**src/rtl/d_pkg.sv**
```systemverilog
// Shared constants and channel encodings for the 1-to-4 result distributor.
package d_pkg;
  localparam int unsigned W     = 16;
  localparam int unsigned N_CH  = 4;
  localparam int unsigned DEPTH = 2;
  localparam int unsigned PW    = $clog2(DEPTH);
  localparam int unsigned SW    = $clog2(N_CH);

  typedef enum logic [1:0] {
    CH_RF  = 2'd0,
    CH_PC  = 2'd1,
    CH_MDR = 2'd2,
    CH_IO  = 2'd3
  } ch_e;
endpackage

```
**src/rtl/fifo_ch.sv**
```systemverilog
// Single-clock per-channel FIFO; head word is always presented on dout.
module fifo_ch #(
  parameter int unsigned W     = 16,
  parameter int unsigned DEPTH = 2
) (
  input  logic         clk,
  input  logic         rst_n,
  input  logic         push,
  input  logic [W-1:0] din,
  input  logic         pop,
  output logic [W-1:0] dout,
  output logic         full,
  output logic         empty
);
  localparam int unsigned PW = (DEPTH > 1) ? $clog2(DEPTH) : 1;
  localparam int unsigned CW = $clog2(DEPTH + 1);

  logic [W-1:0]  mem [DEPTH];
  logic [PW-1:0] wr_ptr;
  logic [PW-1:0] rd_ptr;
  logic [CW-1:0] count;
  logic          do_push;
  logic          do_pop;

  assign full    = (count == CW'(DEPTH));
  assign empty   = (count == '0);
  // Self-protecting: a push while full or a pop while empty is dropped.
  assign do_push = push & ~full;
  assign do_pop  = pop & ~empty;
  assign dout    = mem[rd_ptr];

  always_ff @(posedge clk) begin
    if (!rst_n) begin
      wr_ptr <= '0;
      rd_ptr <= '0;
      count  <= '0;
    end else begin
      if (do_push) wr_ptr <= wr_ptr + PW'(1);
      if (do_pop)  rd_ptr <= rd_ptr + PW'(1);
      case ({do_push, do_pop})
        2'b10:   count <= count + CW'(1);
        2'b01:   count <= count - CW'(1);
        default: count <= count;
      endcase
    end
  end

  // Storage needs no reset: head is only observed while the FIFO is non-empty.
  always_ff @(posedge clk) begin
    if (do_push) mem[wr_ptr] <= din;
  end
endmodule

```
**src/rtl/d1_4_dist.sv**
```systemverilog
// 1-to-4 result distributor: routes each accepted word by S into a per-channel FIFO.
module d1_4_dist
  import d_pkg::*;
(
  input  logic            CLK,
  input  logic            RST_N,
  input  logic [W-1:0]    I,
  input  logic [SW-1:0]   S,
  input  logic            IV,
  output logic            IR,
  output logic [W-1:0]    O0,
  output logic [W-1:0]    O1,
  output logic [W-1:0]    O2,
  output logic [W-1:0]    O3,
  output logic [N_CH-1:0] OV,
  input  logic [N_CH-1:0] OR
);
  logic [N_CH-1:0] full;
  logic [N_CH-1:0] empty;
  logic [N_CH-1:0] push_en;
  logic [N_CH-1:0] pop_en;
  logic [W-1:0]    head [N_CH];

  // Ready follows only the selected channel's full flag; a same-cycle pop does not help.
  assign IR     = ~full[S];
  assign OV     = ~empty;
  assign pop_en = OR & OV;

  for (genvar k = 0; k < int'(N_CH); k++) begin : g_ch
    assign push_en[k] = IV & IR & (S == SW'(k));

    fifo_ch #(
      .W     (W),
      .DEPTH (DEPTH)
    ) u_fifo (
      .clk   (CLK),
      .rst_n (RST_N),
      .push  (push_en[k]),
      .din   (I),
      .pop   (pop_en[k]),
      .dout  (head[k]),
      .full  (full[k]),
      .empty (empty[k])
    );
  end

  // Empty channels present zero so consumers never see stale words.
  assign O0 = OV[0] ? head[0] : '0;
  assign O1 = OV[1] ? head[1] : '0;
  assign O2 = OV[2] ? head[2] : '0;
  assign O3 = OV[3] ? head[3] : '0;
endmodule
```
**config.mk**
```make
export PLATFORM = sky130hd
export DESIGN_NAME = d1_4_dist
export DESIGN_NICKNAME = d
export VERILOG_FILES = /design/src/rtl/d_pkg.sv /design/src/rtl/fifo_ch.sv /design/src/rtl/d1_4_dist.sv
export SDC_FILE = /design/constraint.sdc
export NUM_CORES = 1
export LEC_CHECK = 0
export BUFFER_PORTS_ARGS = -buffer_cell sky130_fd_sc_hd__buf_4
export CAP_MARGIN = 20
export CORE_MARGIN = 2
export CORE_UTILIZATION = 39
export CTS_BUF_LIST = sky130_fd_sc_hd__clkbuf_16
export CTS_CLUSTER_SIZE = 25
export DETAILED_ROUTE_END_ITERATION = 10
export GPL_TIMING_DRIVEN = 0
export HOLD_SLACK_MARGIN = 0.03
export SYNTH_ARGS = -nofsm -noshare
export SYNTH_HDL_FRONTEND = slang
export SYNTH_HIERARCHICAL = 1
export SYNTH_SLANG_ARGS = --single-unit
```
**constraint.sdc**
```tcl
create_clock -name CLK -period 1.94 [get_ports CLK]
set_input_delay 0.097 -clock CLK [delete_from_list [all_inputs] [get_ports CLK]]
set_output_delay 0.097 -clock CLK [all_outputs]
set_load 0.005 [all_outputs]
```
Yosys cells after proc, flatten, opt, wreduce, memory -nomap -nowiden:

Memories as Yosys holds them, arrays and structs flattened. A register that Yosys moved wholly into a read port is not among the register bits.
Index checks and enable logic that the tools add are counted.

* equality and inequality tests: 15
* bitwise logic cells: 24
* reduce and logical (&&, ||, !) cells: 9
* add/sub/neg operators: 16
* multiplexer cells: 26
* magnitude comparators: 1

Operators with widths (count)
* two-way mux 16 bit: 4
* == test 2 bit, second input constant: 10
* two-way mux 1 bit: 17
* case mux 2 bit (2 select lines): 4
* bitwise AND 1 bit: 13
* == test 2 x 1 -> 1 bit, second input constant: 5
* zero test 2 bit: 5
* inverter 1 bit: 9
* adder 1 bit, second input constant: 8
* adder 2 x 1 -> 2 bit, second input constant: 4
* nonzero test 2 bit: 4
* subtractor 2 x 1 -> 2 bit, second input constant: 4
* bitwise AND 4 bit: 1
* inverter 4 bit: 1
* less-than comparator 2 x 3 -> 1 bit, second input constant: 1
* binary-select mux 1 bit (select 2 bit): 1

* memories: 4
* output and inout port bits: 69
* word-level logic and storage cells: 107
* register bits after elaboration: 16
* input bits: 25
* RAM bits: 128

Memories
* g_ch[0].u_fifo.mem: depth 2, width 16, read ports 1, clocked after memory_dff 1, write ports 1, RTL line fifo_ch.sv:18 `logic [W-1:0] mem [DEPTH];`
* g_ch[1].u_fifo.mem: depth 2, width 16, read ports 1, clocked after memory_dff 1, write ports 1, RTL line fifo_ch.sv:18
* g_ch[2].u_fifo.mem: depth 2, width 16, read ports 1, clocked after memory_dff 1, write ports 1, RTL line fifo_ch.sv:18
* g_ch[3].u_fifo.mem: depth 2, width 16, read ports 1, clocked after memory_dff 1, write ports 1, RTL line fifo_ch.sv:18

Longest topological paths before layout:

* depth after elaboration: 9
* gate-level depth with buffers: 8
* mapped depth without buffers: 8

Hierarchy:

Netlist, hierarchy kept.

By module, submodules not included
* fifo_ch: instances 4, cells each 76, sequential area each 1061.0 um^2, area an instance 1387.6 um^2
* d1_4_dist: instances 1, cells each 83, sequential area each 0.0 um^2, area an instance 524.3 um^2

Worst setup path after synthesis:

Ideal clock, no wire load.

* kind: reg-to-reg
* start: register g_ch[0].u_fifo.count[0]
* end: memory g_ch[0].u_fifo.mem[0][0] (enable)
* data required time: 1.576 ns
* library setup time: 0.364 ns
* period minus slack after synthesis: 2.119 ns
* cell stages (with the launch flop): 7
* setup slack: -0.179 ns
* path buffers: 0
* arrival: 1.755 ns
* cell sequence: dfxtp_1 nand2b_2 inv_2 nor4b_1 inv_1 or3_1 inv_1

* longest elaborated chain between the ends: 9
* elaborated cells on any way between the ends: 10
* those cells by class: 1 x eq/ne; 4 x mux; 5 x bitwise

RTL lines
* start: declaration: RTL line fifo_ch.sv:21 `logic [CW-1:0] count;`
* start signal: assignment: RTL line fifo_ch.sv:41 `2'b10: count <= count + CW'(1);`
* start signal: assignment: RTL line fifo_ch.sv:42 `2'b01: count <= count - CW'(1);`
* start signal: assignment: RTL line fifo_ch.sv:43 `default: count <= count;`
* == test 2 bit: RTL line fifo_ch.sv:25 `assign full = (count == CW'(DEPTH));`
* net full[0]: RTL line d1_4_dist.sv:18 `logic [N_CH-1:0] full;`
* binary-select mux 1 bit (select 2 bit): RTL line d1_4_dist.sv:25 `assign IR = ~full[S];`
* two-way mux 1 bit (not written as such): RTL line d1_4_dist.sv:25
* inverter 1 bit: RTL line d1_4_dist.sv:25
* bitwise AND 1 bit (2 in series): RTL line d1_4_dist.sv:30 `assign push_en[k] = IV & IR & (S == SW'(k));`
* net push_en[0]: RTL line d1_4_dist.sv:20 `logic [N_CH-1:0] push_en;`
* bitwise AND 1 bit: RTL line fifo_ch.sv:28 `assign do_push = push & ~full;`
* two-way mux 1 bit: RTL line fifo_ch.sv:50 `if (do_push) mem[wr_ptr] <= din;`
* two-way mux 1 bit (not written as such): RTL line fifo_ch.sv:50
* end: declaration: RTL line fifo_ch.sv:18

The timed path passes the listed nets, and every way through them passes these cells. The select of a mux whose other input is x is not followed.

Final worst setup path:

* start: register g_ch[2].u_fifo.count[0]
* end: memory g_ch[2].u_fifo.mem[0][3] (enable)

* longest elaborated chain between the ends: 9
* elaborated cells on any way between the ends: 10
* those cells by class: 1 x eq/ne; 4 x mux; 5 x bitwise

RTL lines (RTL line)
* start: declaration: fifo_ch.sv:21
* start signal: assignment: fifo_ch.sv:41
* start signal: assignment: fifo_ch.sv:42
* start signal: assignment: fifo_ch.sv:43
* == test 2 bit: fifo_ch.sv:25
* net full[2]: d1_4_dist.sv:18
* binary-select mux 1 bit (select 2 bit): d1_4_dist.sv:25
* two-way mux 1 bit (not written as such): d1_4_dist.sv:25
* inverter 1 bit: d1_4_dist.sv:25
* bitwise AND 1 bit (2 in series): d1_4_dist.sv:30
* net push_en[2]: d1_4_dist.sv:20
* bitwise AND 1 bit: fifo_ch.sv:28
* two-way mux 1 bit: fifo_ch.sv:50
* two-way mux 1 bit (not written as such): fifo_ch.sv:50
* end: declaration: fifo_ch.sv:18

The timed path passes the listed nets, and every way through them passes these cells. The select of a mux whose other input is x is not followed.

==> Implementation_results.wiki <==
{| class="wikitable"
! Metric !! Value
|-
| Placed cell count || 668
|-
| TritonRoute pass-1 iters || 4
|-
| Worst setup timing slack at the placement stage || -0.2460 ns
|-
| Path type of the worst min-delay path || input port to flip-flop
|-
| Max Cap Viol || 0
|-
| Adder and majority cell fraction of the synthesized area || 0.8239%
|-
| Via count normalized by instance count || 4.755
|-
| Leading cell type by number of instances after synthesis || edfxtp_1
|-
| Ant. Diodes || 0
|-
| Post-DRT Antenna Nets || 0
|-
| Overflow left after global routing || 0
|-
| Leading post-synthesis cells by instance count || edfxtp_1 (128), nor2b_1 (76), mux2_2 (64)
|-
| Mean area per synthesized cell || 15.70 um2
|-
| Maximum number of pins on one net before global-route repair || 21
|-
| Total vias in the final route || 3428
|-
| Slew Viols, Final || 0
|-
| Area contributors post-synth || edfxtp_1 (63%), mux2_2 (12%), nor2b_1 (7.8%)
|-
| DRC Markers || 0
|-
| Critical Path Source Type || flip-flop
|-
| Area fraction of the dominant cell type after synthesis || 63.27%
|-
| Worst-margin pin slew || 0.4168 ns
|-
| P&R area growth vs syn || 30.53%
|-
| Warning count from the yosys run || 6
|-
| Outcome || completed
|-
| Total Routed Length || 11.58 mm
|-
| Floorplan row count || 45
|-
| Area of the multi-input gates || 1805 um2
|-
| Final net count || 551
|-
| Worst-path cell with the longest stage delay || or3_4
|-
| Critical path cell sequence || nand2b_2 -> inv_2 -> and4bb_2 -> inv_1 -> or3_4 -> clkinvlp_4 -> clkbuf_16
|-
| DRT iter0 DRCs || 160
|-
| Buffers from clock root to sink, at most || 2
|-
| Category of the worst setup path capture point || flip-flop
|-
| Main combinational cell family by area after synthesis || multiplexers
|-
| Number of distinct library cell variants in the gate-level netlist after synthesis || 23
|-
| Height of the die || 128.8 um
|-
| Fraction of the mapped netlist area in simple logic gates || 11.16%
|-
| Vias in the first global route || 3321
|-
| Portion of netlist area occupied by mux cells || 12.23%
|-
| Compound-Gate Fraction of Synth Area || 2.142%
|-
| Fillers || 1303
|-
| Hold Path Stages || 2
|-
| EDFF count, synth || 128
|-
| Worst slew slack as a fraction of its limit || 72.22%
|-
| Number of antenna violations at the first check in global routing || 0
|-
| Class of the most critical setup path || flip-flop to flip-flop
|-
| Standby leakage power || 2.849 nW
|-
| Worst vdd ir || 659.1 uV
|-
| Cell area after synthesis || 6075 um2
|-
| Worst-case setup margin in the final layout || 0.06407 ns
|-
| Die area || 16590 um2
|-
| Total count of hold-check failures in the final report || 0
|-
| Number of buffers inserted by port buffering || 93
|-
| Clock-pin slew on the worst setup and hold paths || 0.06 ns
|-
| Share of the cycle needed by the critical path after routing || 96.70%
|-
| Count of clock tree sinks || 148
|-
| Data arrival, critical path || 2.00 ns
|-
| Proportion of layout cells with a drive suffix above 1 || 43.15%
|-
| Number of setup violations in the final report || 0
|-
| Largest incremental delay on the critical path || 0.39 ns
|-
| Peak Freq || 533.1 MHz
|-
| Minimum period implied by the final worst setup slack || 1.876 ns
|-
| First-pass GRT wire length || 17.39 mm
|-
| Most frequently used flop master after synthesis || edfxtp_1
|-
| Critical path required time || 2.07 ns
|-
| Clock root buffer || clkbuf_16
|-
| Die Width || 128.8 um
|-
| Max Fanout on Critical Path || 7
|-
| Post-synth top area cell || edfxtp_1
|-
| Number of storage elements in the synthesis netlist || 148
|-
| H-tree Lvls || 4
|-
| Fraction of the yosys area taken by sequential cells || 69.87%
|-
| Clock tree from TritonCTS || yes
|-
| Power Density || 849.5 nW/um2
|-
| Io pins || 94
|-
| Half-perimeter wire length after detailed placement || 7.842 mm
|-
| Post-synthesis instance total || 387
|-
| Sequential cell area || 4259 um2
|-
| Clock Skews || 0.006788 ns
|-
| Async set-reset flop share out of synthesis || 0%
|-
| Synth Area in XOR/XNOR || 1.730%
|-
| R2r worst-path depth || 7
|-
| Area of the core || 15200 um2
|-
| Insertion delay of the later-clocked pin in the worst-skew pair || 0.41 ns
|-
| Final cell count without fillers || 721
|-
| All-Layer GR Usage || 14.22%
|-
| GP Congestion || 0.7036
|-
| Post-synthesis net count || 416
|-
| Number of buffers added by the clock tree synthesis step || 17
|-
| Initial core utilization || 39.96%
|-
| Wire length per cell after detailed routing || 16.07 um
|}
per-stage QoR:
| stage | total power, mW | setup TNS (ns) | hold WS, ns | area (um2) | util (%) |
|---|---|---|---|---|---|
| finish | 6.735 | 0 | 0.05351 | 7929 | 52.16 |
| global route | 6.984 | -0.1379 | 0.05307 | 7929 | 52.16 |
| CTS | 6.780 | 0 | 0.04115 | 7780 | 51.18 |
| global placement | 4.051 | -16.64 | 0.3483 | 7029 | 46.24 |
| floorplan | 3.817 | 0 | 0.1959 | 6096 | - |
| detailed placement | 4.061 | -22.23 | 0.3545 | 7029 | 46.24 |
where the power goes:
group / internal, mW / total [mW] / switching (mW)
sequential: 3.53 / 3.55 / 0.0249
combinational: 0.274 / 0.512 / 0.238
clock: 1.56 / 2.67 / 1.11
critical path: cells and delay by family, from the launching register on:
kind	cells	cell delay, ns
buffers and inverters	4	0.40
DFF	1	0.35
and+or+nand+nor	3	0.84
cell families after synthesis:
family / Yosys count
adders and majority gates: 4
buffers and inverters: 29
DFF: 148
xor gates and xnor gates: 12
AOI/OAI and AO/OA: 20
and+or+nand+nor: 109
muxes: 65
cells in the final DEF (no fill, tap or decap), drive strengths merged:
master         n
edfxtp       128
buf          109
nor2b         76
mux2          64
clkbuf        20
dfxtp         20
dlygate4sd3   16
inv           15
xnor2         12
clkinv        11
o21ai          8
a21boi         8
or3            8
nand2          5
o21a           4
nor2           4
and3           4
clkinvlp       4
and2           4
nand2b         4
ha             4
nor3           1
and4bb         1
mux4           1
nor3b          1
nor4b          1
sequential cells by signal, summed over array words and instances, names as in the netlist, named ones only:
signal / flops
g_ch.u_fifo/count: 8
g_ch.u_fifo/mem: 128
g_ch.u_fifo/rd_ptr: 4
g_ch.u_fifo/wr_ptr: 4
path summary, 6_finish.rpt:
kind / start / endpoint / slack [ns]
worst max-delay path: g_ch[2].u_fifo/count[0]$_SDFFE_PN0P_ / g_ch[2].u_fifo/mem[0][3]$_DFFE_PP_ / 0.06
worst min-delay path: RST_N / g_ch[3].u_fifo/count[0]$_SDFFE_PN0P_ / 0.05
worst max register to register: g_ch[2].u_fifo/count[0]$_SDFFE_PN0P_ / g_ch[2].u_fifo/mem[0][3]$_DFFE_PP_ / 0.06
worst min register to register: g_ch[0].u_fifo/wr_ptr$_SDFFE_PN0P_ / g_ch[0].u_fifo/wr_ptr$_SDFFE_PN0P_ / 0.49
layout make-up:
type / instances / share of cell area, %
flip-flops and latches: 148 / 53.72
multi-input cells: 210 / 22.77
repair buffers: 120 / 12.94
clock buffers: 17 / 5.365
well taps: 188 / 2.967
inverters: 17 / 1.026
clock inverters: 13 / 0.6786
plain buffers: 8 / 0.5365
repair_timing:
item,in CTS,in global routing
pin swaps,1,6
hold endpoints to repair,128,0
setup endpoints to repair,186,76
gates cloned,0,2
hold buffers,16,0
resized for setup,15,16
buffers inserted,5,4
layer usage:
metal	GRT usage, %	vias to the layer above	part of all wire (%)
met5	0	-	0
met4	5.754	0	1.6
met3	3.534	14	4.1
met2	23.40	80	49
met1	18.10	1670	45
li1	-	1664	-
(Power assumes the default switching activity.)
